## src/rtl/inc_pipe_chain_if.sv

```systemverilog
// Handshake bundle for inc_pipe_chain: producer side (in_*) and consumer side (out_*).
// The master modport is the environment that drives words in and takes words out.
interface inc_pipe_chain_if #(
    parameter int WIDTH = 32
);
    logic             in_valid;
    logic             in_ready;
    logic [WIDTH-1:0] in_data;
    logic             out_valid;
    logic             out_ready;
    logic [WIDTH-1:0] out_data;

    modport master (
        output in_valid, in_data, out_ready,
        input  in_ready, out_valid, out_data
    );

    modport slave (
        input  in_valid, in_data, out_ready,
        output in_ready, out_valid, out_data
    );
endinterface

```

## src/rtl/inc_pipe_chain.sv

```systemverilog
// Pipelined increment chain: each of STAGES stages adds INCR, with per-stage backpressure,
// synchronous flush, occupancy readout and a saturating output match counter.
module inc_pipe_chain #(
    parameter  int WIDTH  = 32,
    parameter  int STAGES = 5,
    parameter  int INCR   = 1,
    parameter  int MATCH  = 3,
    parameter  int CNT_W  = 16,
    localparam int OCC_W  = $clog2(STAGES + 1)
) (
    input  logic                 clk,
    input  logic                 rst_n,
    inc_pipe_chain_if.slave      bus,
    input  logic                 flush,
    output logic [OCC_W-1:0]     occupancy,
    output logic                 match_pulse,
    output logic [CNT_W-1:0]     match_count
);

    localparam logic [WIDTH-1:0] INCR_W  = WIDTH'(INCR);
    localparam logic [WIDTH-1:0] MATCH_W = WIDTH'(MATCH);

    logic [STAGES-1:0] r_v;
    logic [WIDTH-1:0]  r_d [STAGES];
    logic              r_match_pulse;
    logic [CNT_W-1:0]  r_match_count;

    logic [STAGES-1:0] w_rdy;
    logic [STAGES-1:0] w_dn;
    logic [STAGES-1:0] w_load;
    logic [WIDTH-1:0]  w_src [STAGES];
    logic [OCC_W-1:0]  w_occ;
    logic              w_match;

    // w_dn[k] is the readiness of whatever sits after stage k; w_rdy[k] adds "stage k is empty".
    always_comb begin : rdy_chain
        logic acc;
        // NOTE: every combinational output gets a default first so no path can infer a latch.
        w_rdy = '0;
        w_dn  = '0;
        acc   = bus.out_ready;
        for (int k = STAGES - 1; k >= 0; k--) begin
            w_dn[k]  = acc;
            acc      = !r_v[k] || acc;
            w_rdy[k] = acc;
        end
    end

    always_comb begin : load_ctrl
        w_load    = '0;
        w_src[0]  = bus.in_data;
        w_load[0] = bus.in_valid && bus.in_ready;
        for (int k = 1; k < STAGES; k++) begin
            w_load[k] = r_v[k-1] && w_rdy[k];
            w_src[k]  = r_d[k-1];
        end
    end

    always_ff @(posedge clk) begin
        // NOTE: state uses non-blocking assignments so every stage sees pre-edge neighbour values.
        if (!rst_n) begin
            r_v <= '0;
            // NOTE: the data array is reset too, because out_data must read 0 straight after reset.
            for (int k = 0; k < STAGES; k++) r_d[k] <= '0;
        end else if (flush) begin
            r_v <= '0;
        end else begin
            for (int k = 0; k < STAGES; k++) begin
                if (w_load[k]) begin
                    r_v[k] <= 1'b1;
                    r_d[k] <= w_src[k] + INCR_W;
                end else if (w_dn[k]) begin
                    r_v[k] <= 1'b0;
                end
            end
        end
    end

    assign bus.in_ready  = w_rdy[0] && !flush;
    assign bus.out_valid = r_v[STAGES-1] && !flush;
    assign bus.out_data  = r_d[STAGES-1];

    assign w_match = bus.out_valid && bus.out_ready && (bus.out_data == MATCH_W);

    always_ff @(posedge clk) begin
        if (!rst_n) begin
            r_match_pulse <= 1'b0;
            r_match_count <= '0;
        end else begin
            r_match_pulse <= w_match;
            if (w_match && (r_match_count != '1)) r_match_count <= r_match_count + CNT_W'(1);
        end
    end

    always_comb begin : popcount
        w_occ = '0;
        for (int k = 0; k < STAGES; k++) w_occ = w_occ + OCC_W'(r_v[k]);
    end

    assign occupancy   = w_occ;
    assign match_pulse = r_match_pulse;
    assign match_count = r_match_count;

endmodule

```

## src/flat_wrapper.sv

```systemverilog
// flat-port wrapper written by rule: the top's interface ports become plain ports
module inc_pipe_chain_flat 
#(
    parameter  int WIDTH  = 32,
    parameter  int STAGES = 5,
    parameter  int INCR   = 1,
    parameter  int MATCH  = 3,
    parameter  int CNT_W  = 16,
    localparam int OCC_W  = $clog2(STAGES + 1)
)
  (clk, rst_n, flush, occupancy, match_pulse, match_count, bus_in_valid, bus_in_data, bus_out_ready, bus_in_ready, bus_out_valid, bus_out_data);
  inc_pipe_chain_if #(.WIDTH(WIDTH)) bus_i ();
  input  logic clk;
  input  logic rst_n;
  input  logic flush;
  output logic [OCC_W-1:0] occupancy;
  output logic match_pulse;
  output logic [CNT_W-1:0] match_count;
  input wire logic [$bits(bus_i.in_valid)-1:0] bus_in_valid;
  input wire logic [$bits(bus_i.in_data)-1:0] bus_in_data;
  input wire logic [$bits(bus_i.out_ready)-1:0] bus_out_ready;
  output wire logic [$bits(bus_i.in_ready)-1:0] bus_in_ready;
  output wire logic [$bits(bus_i.out_valid)-1:0] bus_out_valid;
  output wire logic [$bits(bus_i.out_data)-1:0] bus_out_data;
  assign bus_i.in_valid = bus_in_valid;
  assign bus_i.in_data = bus_in_data;
  assign bus_i.out_ready = bus_out_ready;
  assign bus_in_ready = bus_i.in_ready;
  assign bus_out_valid = bus_i.out_valid;
  assign bus_out_data = bus_i.out_data;
  inc_pipe_chain #(.WIDTH(WIDTH), .STAGES(STAGES), .INCR(INCR), .MATCH(MATCH), .CNT_W(CNT_W)) u_core (.clk(clk), .rst_n(rst_n), .bus(bus_i), .flush(flush), .occupancy(occupancy), .match_pulse(match_pulse), .match_count(match_count));
endmodule
```

## config.mk

```make
export PLATFORM = sky130hd
export DESIGN_NAME = inc_pipe_chain_flat
export DESIGN_NICKNAME = d
export VERILOG_FILES = /design/src/rtl/inc_pipe_chain_if.sv /design/src/rtl/inc_pipe_chain.sv /design/src/flat_wrapper.sv
export SDC_FILE = /design/constraint.sdc
export NUM_CORES = 1
export LEC_CHECK = 0
export CAP_MARGIN = 20
export CORE_ASPECT_RATIO = 0.6
export CORE_MARGIN = 2
export CORE_UTILIZATION = 61
export DETAILED_ROUTE_END_ITERATION = 8
export GPL_TIMING_DRIVEN = 0
export HOLD_SLACK_MARGIN = 0.12
export PLACE_DENSITY_LB_ADDON = 0.25
export SYNTH_ARGS = -nofsm -noshare
export SYNTH_HDL_FRONTEND = slang
export SYNTH_SLANG_ARGS = --single-unit
```

## constraint.sdc

```tcl
create_clock -name clk -period 8.7 [get_ports clk]
set_clock_uncertainty 0.1 [all_clocks]
set_input_delay 2.61 -clock clk [delete_from_list [all_inputs] [get_ports clk]]
set_output_delay 2.61 -clock clk [all_outputs]
set_load 0.02 [all_outputs]
```

After elaboration in Yosys (flattened, before gate mapping):

Memories as Yosys holds them, arrays and structs flattened.
Cells that the tools add are included.

* $add $sub $neg: 10
* reduce and logical (&&, ||, !) cells: 27
* bitwise operators: 6
* eq/ne operators: 2
* multiplexer cells: 36

Operators with widths (count)
* adder 32 x 1 -> 32 bit (second input constant): 5
* two-way mux 32 bit: 5
* equality test 32 x 2 -> 1 bit (second input constant): 1
* two-way mux 1 bit: 31
* adder 16 x 1 -> 16 bit (second input constant): 1
* != test 16 bit (second input constant): 1
* logical AND 1 bit: 10
* nonzero test 2 bit: 5
* adder 3 x 1 -> 3 bit: 3
* zero test 1 bit: 6
* logical OR 1 bit: 5
* bitwise OR 1 bit: 5
* adder 1 x 1 -> 2 bit: 1
* OR reduction 2 bit: 1
* NOT 1 bit: 1

* register bits after elaboration: 22
* output and inout port bits: 54
* memories: 1
* RAM bits: 160
* logic and storage cells: 89
* bits of input ports: 37

Memory list
* u_core.r_d: depth 5, width 32, rd ports 5, clocked after memory_dff 0, wr ports 5, RTL line inc_pipe_chain.sv:24 `logic [WIDTH-1:0] r_d [STAGES];`

Logic depth before layout (Yosys ltp):

Gate-level depths: netlist (run 1).

* depth after elaboration: 13
* mapped depth: 8
* depth with buffers taken out: 8

Worst setup path after synthesis (run 1):

Ideal clock, no wire load.

* path type: input -> output
* start point: in bus_out_ready
* end point: out bus_in_ready
* setup slack: 2.578 ns
* data required time: 5.990 ns
* arrival time: 3.412 ns
* stages on the path: 3
* buffers on the path: 0
* cells stage by stage: and3b_1 -> and3_1 -> a21oi_1

* cells in the longest elaborated chain, start to end: 6

Ends and longest elaborated chain
* start: declaration: RTL line flat_wrapper.sv:21 `input wire logic [$bits(bus_i.out_ready)-1:0] bus_out_ready;`
* logical OR 1 bit (5 in a row): RTL line inc_pipe_chain.sv:44 `acc = !r_v[k] || acc;`
* logical AND 1 bit: RTL line inc_pipe_chain.sv:79 `assign bus.in_ready = w_rdy[0] && !flush;`
* end: declaration: RTL line flat_wrapper.sv:22 `output wire logic [$bits(bus_i.in_ready)-1:0] bus_in_ready;`

No other way between the ends.

Worst setup path after layout (run 1):

Same ends and word-level chain as after synthesis.

==> results of run 1 <==
[cell usage after synthesis, drive strengths merged (22+ instances only)]
cell type / instances / area, µm²
nand3: 65 / 325
xnor2: 50 / 438
nor2: 182 / 683
dfxtp: 22 / 440
nand4: 66 / 419
and3: 29 / 181
clkbuf: 32 / 120
edfxtp: 160 / 4800
xor2: 98 / 858
and4: 24 / 210
nand2: 52 / 195
buf: 37 / 269
[placed cells by master, fill, tap and decap left out, types with 8 or more instances in the layout]
cell type / n
nor2_1: 182
clkbuf_1: 35
edfxtp_1: 160
xor2_1: 98
xnor2_1: 50
nand3_1: 65
and4_1: 24
nor3_1: 16
dfxtp_1: 22
and2_1: 10
and3_1: 29
ha_1: 8
o31ai_1: 8
nand2_1: 52
a21oi_1: 20
clkdlybuf4s50_1: 90
o21ai_0: 9
buf_4: 32
nor4_1: 18
inv_1: 19
clkbuf_16: 17
nand4_1: 65
[where the power goes]
part           switching [W]  internal [W]  leakage (nW)
registers          0.0000411      0.000995          1.84
clock network       0.000343      0.000400         0.268
logic              0.0000874     0.0000737          1.82
total               0.000472       0.00147          3.93
[flip-flops by register name, indices dropped and copies added (netlist names)]
signal	cells
u_core.match_pulse	1
u_core.r_v	5
u_core.r_d	160
u_core.match_count	16
[per-stage QoR]
step                      area, µm²  setup slack [ns]  utilization  hold slack (ns)
final                         11900              1.46        0.736            0.390
after global routing          11900              1.39        0.736            0.431
after CTS                     11900              1.46        0.736            0.396
after detailed placement      11300              1.47        0.701            0.375
after global placement        11200              1.35        0.693            0.373
after floorplan               10000              2.58            -            0.363
[critical path, delay by kind of cell]
family | cells | cell delay [ns]
and+or+nand+nor | 2 | 0.52
buffers and inverters | 2 | 1.19
AOI/OAI and AO/OA | 1 | 0.21
[area by class of cell]
type                    instances  area share
inverters                      19     0.00599
flip-flops and latches        182       0.441
plain buffers                  69      0.0327
multi-input cells             705       0.369
clock buffers                  20      0.0367
repair buffers                 94      0.0826
well taps                     209      0.0220
clock inverters                12      0.0101
[layer usage]
metal | share of wire | vias to the layer above | global-route usage
met1 | 0.47 | 3825 | 0.437
met3 | 0.086 | 22 | 0.0487
li1 | - | 3728 | -
met4 | 0.0071 | 0 | 0.0572
met5 | 0 | - | 0
met2 | 0.44 | 369 | 0.414
[worst paths after layout]
| check | end | slack (ns) |
|---|---|---|
| worst max-delay path | bus_in_ready | 1.46 |
| worst min register to register | u_core.match_count[6] | 0.39 |
| worst min-delay path | u_core.match_count[6] | 0.39 |
| worst max register to register | u_core.r_d[0][128] | 5.54 |
[cell families (layout without fill, tap and decap cells)]
logic type	Yosys count	in the layout	share of synthesized area
AND/OR/NAND/NOR	500	500	0.261
flip-flops	182	182	0.522
XOR/XNOR	148	148	0.129
buffers and inverters	88	214	0.0458
AO/OA/AOI/OAI	46	46	0.0269
adder cells (fa/ha/maj)	10	10	0.0139
multiplexers	1	1	0.000996
==> metrics.md, run 1 <==
| Metric | Value |
|---|---|
| Status | `completed` |
| Hold Vio Cnt, Final | `0` |
| Min Tclk post-route | `7.24 ns` |
| Share of cells above drive strength 1 | `0.0736` |
| Netlist Area Pre-Place | `10,000 µm²` |
| Gpl congestion | `0.908` |
| Yosys warning count | `0` |
| Crit-path max FO | `5` |
| Total power | `0.00194 W` |
| Setup Crit Path Kind | `input pin to output pin` |
| Final period util | `0.832` |
| Hold Path Depth | `2` |
| Die area | `17,600 µm²` |
| CP peak stage delay | `0.64 ns` |
| First-pass GRT wire length | `37.8 mm` |
| CTS sink count | `182` |
| Post-synth EDFFs | `160` |
| FF+latch count, synth | `between 150 and 200` |
| Startpoint Class | `input pin` |
| FF+latch area | `~5200 µm²` |
| Filler Cell Count | `1,115` |
| Starting Density | `0.621` |
| Core Area | `16,200 µm²` |
| Mapped Cells | `975` |
| Die Ht | `103 µm` |
| Beginning of the critical path | `bus_out_ready` |
| Final Routed Wirelength | `23.7 mm` |
| CTS H-Tree Depth | `4` |
| Total Neg Setup Slack | `0 ns` |
| Achievable Freq | `approximately 140 MHz` |
| Static Leak | `3.93 nW` |
| Post-synthesis sequential area ratio | `0.522` |
| Row cnt | `36` |
| Vias per cell | `~6.1` |
| Vias in the first global route | `7,340` |
| # hold bufs at CTS | `0` |
| Distinct cell type count after synthesis | `48` |
| Async set-reset flop share out of synthesis | `0` |
| HP Start | `u_core.match_count[6]` |
| Vias | `about 7,900` |
| Port bufs | `90` |
| CP arrival | `4.53 ns` |
| Area of the multi-input gates | `4390 µm²` |
| First-pass iteration count of the detailed router | `6` |
| Initial drt markers | `between 800 and 900` |
| Crit Reg-Reg Startpoint | `u_core.r_v[3]` |
| Hpwl dp | `17.5 mm` |
| Syn Nets | `1,022` |
| Final setup violation count | `0` |
| Primary FF master, synth | `edfxtp_1` |
| Area Growth Syn to Fin | `18.4%` |
| Slowest CP cell | `clkdlybuf4s50_1` |
| Routed length per instance | `18.1 µm` |
| Clock network latency to the later pin of the worst-skew pair | `0.43 ns` |
| CTS Buf Count | `17` |
| Postcts setup bufs | `0` |
| Number of diodes | `0` |
| CTS tree | `done` |
| Antenna violations before repair | `0` |
| Cells on worst reg2reg path | `7` |
| Post-CTS Resized | `0` |
| MaxCap Viol Count | `0` |
| CTS Root Cell | `clkbuf_16` |
| Unrepaired setup endpoints after global routing | `false` |
| Slew Viols, Final | `0` |
| Die width | `170 µm` |
| Average size of a mapped cell | `10.3 µm²` |
| PwrDens | `163 nW/µm²` |
| Critical path, cell by cell | `clkdlybuf4s50_1 -> and3b_1 -> and3_1 -> a21oi_1 -> clkdlybuf4s50_1` |
| HP Class | `register to register` |
| I/O pin total | `~90` |
| Most used cell, CP | `clkdlybuf4s50_1` |
| Worst rel slew slack | `0.318` |
| # DRC | `0` |
| Total gr overflow | `0` |
| ANT nets after route | `0` |
| Worst-Margin Slew | `1.02 ns` |
| Element type at the critical path end | `output pin` |
| GRT Util Overall | `0.280` |
| Nets | `1,135` |
| VDD IR max | `about 0.11 mV` |
| Max Root-Sink Buffers | `2` |
| Fin cells | `1,310` |
| Worst Path Required | `5.99 ns` |
| Placed cell count | `1,278` |
| Clock transition at path regs | `around 0.070 ns` |
| Largest net degree at the start of global routing | `33` |
Note: power is estimated with default switching activity, not from simulation.
==> run 2, diff against run 1 <==
- CORE_UTILIZATION: 61 -> 53
- clock period: 8.7 -> 6.27 ns (I/O delays scaled with it)
==> run 2 against run 1 <==
Against the previous run: count of clock-buffer cells in the layout down 2; hold slack worse by 0.0033 ns; design area up 0.49%; critical path type unchanged; die area up 15%.
==> metrics.md, run 2 (synthesis results as in run 1) <==
| Metric | Value |
|---|---|
| Worst-Margin Slew | `1.01 ns (-0.00438 ns)` |
| Static Leak | `3.94 nW (+0.23%)` |
| Max Root-Sink Buffers | `2 (unchanged)` |
| CTS sink count | `182 (unchanged)` |
| Die area | `20,100 µm² (+15%)` |
| Final Routed Wirelength | `22.8 mm (-3.7%)` |
| Placed cell count | `1,309 (+2.4%)` |
| CTS Buf Count | `17 (unchanged)` |
| Hpwl dp | `17.0 mm (-2.6%)` |
| Total gr overflow | `0 (unchanged)` |
| Slowest CP cell | `clkdlybuf4s50_1` |
| First-pass iteration count of the detailed router | `5 (-1)` |
| Clock transition at path regs | `0.08 ns (about the same)` |
| Crit-path max FO | `5 (unchanged)` |
| Antenna violations before repair | `0 (unchanged)` |
| Met1 GRT Util | `0.375 (-0.0628)` |
| Met2 global-route usage | `0.326 (-0.0879)` |
| Core Area | `18,300 µm² (+13%)` |
| Kind of cell adding the most delay to the critical path | `buffers and inverters` |
| Area Growth Syn to Fin | `19.0%` |
| Area of the multi-input gates | `4390 µm² (unchanged)` |
| Sw power | `0.000655 W (+39%)` |
| Filler Cell Count | `1,384 (+24%)` |
| CTS H-Tree Depth | `4 (unchanged)` |
| Register share of total power | `0.527 (-0.007)` |
| CP peak stage delay | `0.64 ns (about the same)` |
| I/O pin total | `91 (unchanged)` |
| # hold bufs at CTS | `0 (unchanged)` |
| Die Ht | `111 µm (+7.0%)` |
| Hold Vio Cnt, Final | `0 (unchanged)` |
| Slew Viols, Final | `0 (unchanged)` |
| Final period util | `0.932` |
| Critical path, cell by cell | `clkdlybuf4s50_1 -> and3b_1 -> and3_1 -> a21oi_1 -> clkdlybuf4s50_1` |
| Postcts setup bufs | `0 (unchanged)` |
| FF+latch area | `5250 µm² (unchanged)` |
| Port bufs | `90 (unchanged)` |
| VDD IR max | `0.222 mV (+98%)` |
| Number of diodes | `0 (unchanged)` |
| Fin cells | `1,340 (+2.3%)` |
| First-pass GRT wire length | `37.3 mm (-1.2%)` |
| Unrepaired setup endpoints after global routing | `false` |
| Routed length per instance | `17.0 µm (-5.9%)` |
| Min Tclk post-route | `5.84 ns` |
| Final WS setup | `0.429 ns (-1.03 ns)` |
| Vias per cell | `5.80 (-4.4%)` |
| CTS tree | `done` |
| Starting Density | `0.549 (-0.0725)` |
| Most flops, register | `u_core.r_d` |
| Vias in the first global route | `7,275 (-0.89%)` |
| Die width | `182 µm (+7.1%)` |
| Final setup violation count | `0 (unchanged)` |
| Worst rel slew slack | `0.323 (+0.00557)` |
| Element type at the critical path end | `output pin` |
| HP Class | `register to register` |
| Largest register FFs | `160 (unchanged)` |
| Startpoint Class | `input pin` |
| Post-CTS Resized | `0 (unchanged)` |
| PwrDens | `228 nW/µm² (+40%)` |
| # DRC | `0 (unchanged)` |
| Commonest non-fill, non-tap cell in the layout | `nor2_1` |
| Switching share of power | `0.240 (-0.00301)` |
| Most frequent cells in the layout | `182 x nor2_1, 160 x edfxtp_1, 98 x xor2_1` |
| Clock power share | `0.393 (+0.010)` |
| Most crowded layer after global routing | `met1` |
| Vias | `7,769 (-2.2%)` |
| Buf/Inv on CP | `2 (unchanged)` |
| CTS Root Cell | `clkbuf_16` |
| Share of cells above drive strength 1 | `0.0745 (+0.000976)` |
| Status | `completed` |
| Gate power share | `0.081 (-0.002)` |
| Worst slack, placed | `0.447 ns (-1.02 ns)` |
| Gpl congestion | `0.922 (+1.6%)` |
| Row cnt | `38 (+5.6%)` |
| Total Neg Setup Slack | `0 ns (unchanged)` |
| Met3 Usage GRT | `0.0470 (-0.00173)` |
| MaxCap Viol Count | `0 (unchanged)` |
| Final Core Density | `0.653 (-0.0826)` |
| Achievable Freq | `171 MHz` |
| GRT Util Overall | `0.234 (-0.0456)` |
| Clock network latency to the later pin of the worst-skew pair | `0.43 ns (about the same)` |
| Most used cell, CP | `clkdlybuf4s50_1` |
| CP arrival | `3.86 ns (-0.67 ns)` |
| Largest net degree at the start of global routing | `33 (unchanged)` |
| Internal power | `0.00208 W (+41%)` |
| Setup Crit Path Kind | `input pin to output pin` |
| Nets | `1,135 (unchanged)` |
| Initial drt markers | `763 (-13%)` |
| ANT nets after route | `0 (unchanged)` |
| Worst Path Required | `4.29 ns (-1.70 ns)` |
-- run 2: final timing paths --
path,from,end,slack (ns),depth (start not counted)
min,u_core.match_count[6],u_core.match_count[6],0.39,2
min reg2reg,u_core.match_count[6],u_core.match_count[6],0.39,2
max,bus_out_ready,bus_in_ready,0.43,5
max reg2reg,u_core.r_v[3],u_core.r_d[0][135],3.22,7
-- run 2: layer usage --
layer	vias up	routed length (µm)
met2	249	9330
met3	23	1830
li1	3721	-
met1	3776	11500
met4	0	179
met5	-	0
-- run 2: power by group through the flow --
stage / logic (W) / registers (W) / clock network (W)
floorplan: 0.000129 / 0.00145 / 0
global placement: 0.000206 / 0.00147 / 0
detailed placement: 0.000219 / 0.00146 / 0
CTS: 0.000221 / 0.00144 / 0.00108
global route: 0.000241 / 0.00145 / 0.00112
finish: 0.000220 / 0.00144 / 0.00107
-- run 2: cell type report --
class                           instances  area share
Timing Repair Buffer                   94      0.0822
Tap cell                              240      0.0251
Inverter                               19     0.00596
Clock inverter                         13      0.0123
Clock buffer                           18      0.0359
Buffer                                 69      0.0325
Multi-Input combinational cell        705       0.367
Sequential cell                       182       0.439
-- run 2: through the flow --
| step | cell area [µm²] | total power, W | hold slack (ns) |
|---|---|---|---|
| 6_report | 12000 | 0.00273 | 0.387 |
| 3_5_place_dp | 11400 | 0.00168 | 0.379 |
| 5_1_grt | 12000 | 0.00281 | 0.437 |
| 3_3_place_gp | 11300 | 0.00167 | 0.373 |
| 2_1_floorplan | 10000 | 0.00158 | 0.363 |
| 4_1_cts | 12000 | 0.00274 | 0.392 |
-- run 2: worst min-delay path: cells and delay by family (launching register included) --
family	cells	cell delay, ns
flip-flops	1	0.33
multiplexers	1	0.05
AND/OR/NAND/NOR	1	0.06
